<file path="config.mk">
export PLATFORM = sky130hd
export DESIGN_NAME = channel_reader_core
export DESIGN_NICKNAME = d
export VERILOG_FILES = /design/src/rtl/channel_reader_core.sv
export SDC_FILE = /design/constraint.sdc
export NUM_CORES = 2
export LEC_CHECK = 0
export CAP_MARGIN = 10
export CORE_AREA = 2 2 362 364
export DETAILED_ROUTE_END_ITERATION = 10
export DIE_AREA = 0 0 364 366
export PLACE_DENSITY = 0.49
export SLEW_MARGIN = 40
export SYNTH_ARGS = -nofsm -noshare
export SYNTH_HDL_FRONTEND = slang
export SYNTH_SLANG_ARGS = --single-unit
export TNS_END_PERCENT = 50
</file>
<file path="constraint.sdc">
create_clock -name clock -period 1.39 [get_ports clock]
set_input_delay 0.278 -clock clock [delete_from_list [all_inputs] [get_ports clock]]
set_output_delay 0.278 -clock clock [all_outputs]
set_load 0.02 [all_outputs]
</file>
<file path="src/rtl/channel_reader_core.sv">
// channel_reader_core: issues one INCR AXI read burst per command and pairs 256-bit R beats into 512-bit output words.
// Latency: output word registered one cycle after each odd beat; odd beats stall on output backpressure, even beats never do.
// Define CHANNEL_READER_ADDR_ALIGN_EN to align io_ar_bits_addr down to the burst size.
module channel_reader_core #(
  parameter int AR_ID = 0,
  parameter int BEATS = 16
) (
  input  logic         clock,
  input  logic         reset,
  // AXI read-address channel
  output logic         io_ar_valid,
  input  logic         io_ar_ready,
  output logic [32:0]  io_ar_bits_addr,
  output logic [1:0]   io_ar_bits_burst,
  output logic [3:0]   io_ar_bits_cache,
  output logic [5:0]   io_ar_bits_id,
  output logic [3:0]   io_ar_bits_len,
  output logic         io_ar_bits_lock,
  output logic [2:0]   io_ar_bits_prot,
  output logic [3:0]   io_ar_bits_qos,
  output logic [3:0]   io_ar_bits_region,
  output logic [2:0]   io_ar_bits_size,
  // AXI read-data channel
  input  logic         io_r_valid,
  output logic         io_r_ready,
  input  logic [255:0] io_r_bits_data,
  input  logic         io_r_bits_last,
  input  logic [1:0]   io_r_bits_resp,
  input  logic [5:0]   io_r_bits_id,
  // read command
  input  logic         io_cmd_in_valid,
  output logic         io_cmd_in_ready,
  input  logic [63:0]  io_cmd_in_bits_addr,
  // packed output stream
  output logic         io_out_valid,
  input  logic         io_out_ready,
  output logic [511:0] io_out_bits_data,
  output logic         io_out_bits_last
);

  typedef enum logic [1:0] {
    IDLE = 2'd0,
    AR   = 2'd1,
    RD   = 2'd2
  } state_t;

  localparam logic [3:0] LAST_BEAT = 4'(BEATS - 1);
  localparam int         ALIGN_W   = $clog2(BEATS * 32);

  state_t         state_q;
  state_t         state_d;
  logic [3:0]     beat_q;
  logic [32:0]    addr_q;
  logic [255:0]   low_q;
  logic           out_valid_q;
  logic [511:0]   out_data_q;
  logic           out_last_q;

  logic           cmd_ready;
  logic           ar_valid;
  logic           r_ready;
  logic           cmd_fire;
  logic           r_fire;
  logic           final_beat;

  assign cmd_fire   = io_cmd_in_valid && cmd_ready;
  assign r_fire     = io_r_valid && r_ready;
  assign final_beat = (beat_q == LAST_BEAT);

  always_ff @(posedge clock) begin
    if (reset) begin
      state_q <= IDLE;
    end else begin
      state_q <= state_d;
    end
  end

  always_comb begin
    state_d   = state_q;
    cmd_ready = 1'b0;
    ar_valid  = 1'b0;
    r_ready   = 1'b0;
    case (state_q)
      IDLE: begin
        cmd_ready = 1'b1;
        if (io_cmd_in_valid) state_d = AR;
      end
      AR: begin
        ar_valid = 1'b1;
        if (io_ar_ready) state_d = RD;
      end
      RD: begin
        // An odd beat completes a word, so it may only land when the output slot frees up this cycle.
        r_ready = !beat_q[0] || !out_valid_q || io_out_ready;
        if (io_r_valid && r_ready && final_beat) state_d = IDLE;
      end
      default: state_d = IDLE;
    endcase
    if (reset) begin
      cmd_ready = 1'b0;
      r_ready   = 1'b0;
    end
  end

  always_ff @(posedge clock) begin
    if (reset) begin
      beat_q      <= '0;
      addr_q      <= '0;
      low_q       <= '0;
      out_valid_q <= 1'b0;
      out_data_q  <= '0;
      out_last_q  <= 1'b0;
    end else begin
      if (cmd_fire) addr_q <= io_cmd_in_bits_addr[32:0];

      if (r_fire) begin
        beat_q <= final_beat ? 4'd0 : beat_q + 4'd1;
        if (!beat_q[0]) low_q <= io_r_bits_data;
      end

      // A load in the same cycle as a drain replaces the word with no bubble.
      if (r_fire && beat_q[0]) begin
        out_valid_q <= 1'b1;
        out_data_q  <= {io_r_bits_data, low_q};
        out_last_q  <= final_beat;
      end else if (io_out_ready) begin
        out_valid_q <= 1'b0;
      end
    end
  end

`ifdef CHANNEL_READER_ADDR_ALIGN_EN
  localparam logic [32:0] ALIGN_MASK = ~((33'd1 << ALIGN_W) - 33'd1);
  assign io_ar_bits_addr = addr_q & ALIGN_MASK;
`else
  assign io_ar_bits_addr = addr_q;
`endif

  assign io_ar_valid       = ar_valid;
  assign io_ar_bits_burst  = 2'b01;
  assign io_ar_bits_cache  = 4'd0;
  assign io_ar_bits_id     = 6'(AR_ID);
  assign io_ar_bits_len    = LAST_BEAT;
  assign io_ar_bits_lock   = 1'b0;
  assign io_ar_bits_prot   = 3'd0;
  assign io_ar_bits_qos    = 4'd0;
  assign io_ar_bits_region = 4'd0;
  assign io_ar_bits_size   = 3'd5;

  assign io_r_ready        = r_ready;
  assign io_cmd_in_ready   = cmd_ready;
  assign io_out_valid      = out_valid_q;
  assign io_out_bits_data  = out_data_q;
  assign io_out_bits_last  = out_last_q;

  // Burst end is defined by the beat count alone; R sideband and upper command bits are don't-care.
  logic unused_ok;
  assign unused_ok = ^{io_cmd_in_bits_addr[63:33], io_r_bits_last, io_r_bits_resp, io_r_bits_id};

endmodule

</file>
==> reports/metrics.cfg <==
[status]
status = finished with violations
violations = setup timing

[global_route]
use_met1_pct = 19.5
grt_pass1_wl_um = 164000
grt_util_met2_pct = 27.0
overflow = 0
grt_pass1_vias = 25100
grt_use_total_pct = 16.2
busiest_layer = met2
antenna_found_initial = 9
grt_start_max_net_pins = 126
gr-usage-met3_pct = 5.18

[final_layout]
area_growth_pct = 61.3
drive_gt1_share_pct = 34.0
nets = 4786

[power]
power.total_mw = 50.2
p_sw_mw = 11.5
internal_power_mw = 38.8
switching_share_pct = 22.8
leakage_nw = 16.3
power.share.clock_pct = 48.5
p_per_area_nw_per_um2 = 1110
ir_drop_uv = 803
power_frac_comb_pct = 4.9
seq_power_share_pct = 46.6

[min_path]
hold_path.class = input port to flop

[cts]
cts_buffer_depth = 3
cts_tree = yes
cts-htree-levels = 3
cts_root_buf = clkbuf_16
numCtsBuffers = 93
clock_sinks = 809
clk_latency_ps = 680
clk_pin_slew_ps = 60

[sta]
fmax_ghz = 0.553
slew_headroom_pct = 58.5
fin_crit_sh_pct = 130
fin_skew_ps = 23.4
drv_slew = 0
layout_setup_ws_ps = -420
hold_viol = 0
min_period_ps = 1810
tns_ps = -251610
tightest_slew_ps = 623
rsz0062_at_grt = yes
setup_violations = 1331

[detailed_routing]
vias_per_cell = 4.26
routed_wl_um = 118000
drc = 0
dr.pass1.iters = 5
postRouteAntennaNets = 0
drt_iter0_drc = 1609
wl_per_cell_um = 18.9
vias = 26700

[yosys]
async_reset_ff_share_pct = 0
yosysSeqAreaShare_pct = 57.6
netlist_area_um2 = 28100
synth_flop_cell = dfxtp_1
syn_inst = 3556
ys_seq_elements = 809
ys_types = 24
synth-edff-count = 0
yosys_warnings = 0
avgSynthCellArea_um2 = 7.91

[floorplanning]
start_util_pct = 21.8
die_w_um = 364
dieArea_um2 = 133000
die_h_um = 366
io_pins = 916
row_count = 132
coreArea_um2 = 129000

[setup_path]
max_stage_delay_ps = 340
endpoint_kind = flop
criticalPathCategory = flop to flop
slowest_stage = dfxtp_2
crit_required_ps = 1990
worstPathCellList = and4bb_4 -> and3_4 -> buf_12 -> buf_12 -> clkbuf_16 -> clkbuf_16 -> nand2_1 -> a21oi_1
critPathLaunchType = flop
cp_max_fo = 7
cp.arrival_ps = 2410

[placement]
dp_hpwl_um = 81100
gp_congestion = 0.834
numPortBuffers = 844

[run]
maxCapViolCount = 0

## cell families (layout without fill, tap and decap cells)
family | Yosys count | in the layout | synth area share [%]
adder cells (fa/ha/maj) | 1 | 1 | 0.0445
other | 2 | 32 | 0.0267
buffers and inverters | 302 | 1240 | 5.99
AO/OA/AOI/OAI | 809 | 809 | 14.4
XOR/XNOR | 1 | 1 | 0.0311
AND/OR/NAND/NOR | 1632 | 1632 | 21.9
flip-flops | 809 | 809 | 57.6
## placed cells by master (no fill, tap or decap), types with 20 or more instances in the layout
cell type	netlist	final
a21oi_2	0	70
buf_16	0	21
conb_1	2	31
clkbuf_8	0	20
buf_12	0	67
dfxtp_2	0	520
a21oi_1	806	736
buf_4	82	112
nand2_1	1608	1598
clkbuf_1	120	25
clkdlybuf4s50_1	0	293
dfxtp_1	809	283
buf_6	21	542
clkbuf_16	0	118
## worst paths after layout
check,start,endpoint,slack [ps],cells after the start
max,state_q[0],io_out_bits_data[330],-420,8
min reg2reg,low_q[161],io_out_bits_data[161],440,2
max reg2reg,state_q[0],io_out_bits_data[330],-420,8
min,io_cmd_in_bits_addr[23],io_ar_bits_addr[23],140,3
## layer usage
layer	part of all wire (%)	vias to the layer above
li1	-	13100
met1	41	12700
met2	48	703
met3	7.4	160
met4	2.7	8
met5	0.047	-
## sequential cells by signal (all words and copies together), names as in the netlist
signal            count
io_out_valid          1
io_out_bits_data    512
low_q               256
io_ar_bits_addr      33
io_out_bits_last      1
state_q               2
beat_q                4
## power groups by stage
stage	clock network (mW)	logic (mW)	registers, mW
5_1_grt	26.1	2.62	23.4
6_report	24.3	2.49	23.4
3_3_place_gp	0	2.42	23.9
2_1_floorplan	0	0.775	24.0
4_1_cts	25.1	2.47	23.4
3_5_place_dp	0	2.42	23.9
## through the flow
stage	utilization (%)	hold slack, ps	cells	setup slack [ps]	cell area, µm²
6_report	35.2	135	6266	-420	45400
5_1_grt	35.2	102	6265	-490	45400
4_1_cts	34.1	49.2	6219	-487	44000
3_5_place_dp	30.3	441	6018	-801	39100
3_3_place_gp	30.3	436	6017	-843	39100
2_1_floorplan	-	380	3585	-80.3	28400
## cell type report
| type | count | area, µm² |
|---|---|---|
| Tap cell | 1742 | 2180 |
| Inverter | 3 | 11.3 |
| Timing Repair Buffer | 1069 | 12600 |
| Clock inverter | 30 | 302 |
| Fill cell | 13400 | 83600 |
| Sequential cell | 809 | 16900 |
| Clock buffer | 138 | 2700 |
| Multi-Input combinational cell | 2474 | 10800 |
| Antenna cell | 1 | 2.50 |
## cells in the mapped netlist, drive strengths merged (2+ instances only)
master | count | share of area, %
a21oi | 806 | 14
and2 | 2 | 0.044
buf | 179 | 4.3
clkbuf | 120 | 1.6
conb | 2 | 0.027
dfxtp | 809 | 58
inv | 3 | 0.040
nand2 | 1608 | 21
nand2b | 2 | 0.044
nand3 | 4 | 0.071
nand4 | 2 | 0.044
nor2 | 7 | 0.093
nor3 | 4 | 0.071
## critical path: cells and delay by family, from the launching register on
family | cells | cell delay (ps)
simple gates | 3 | 640
buf+inv | 4 | 600
flops | 1 | 340
compound gates | 1 | 120
## what timing repair did
| item | CTS | global route |
|---|---|---|
| cloned | 4 | 32 |
| hold buffers | 0 | 0 |
| setup buffers | 29 | 14 |
| setup endpoints to repair | 1355 | 1357 |
| gates resized for setup | 3883 | 118 |
| pin swaps | 22 | 4 |
Note: power is estimated with default switching activity, not from simulation.
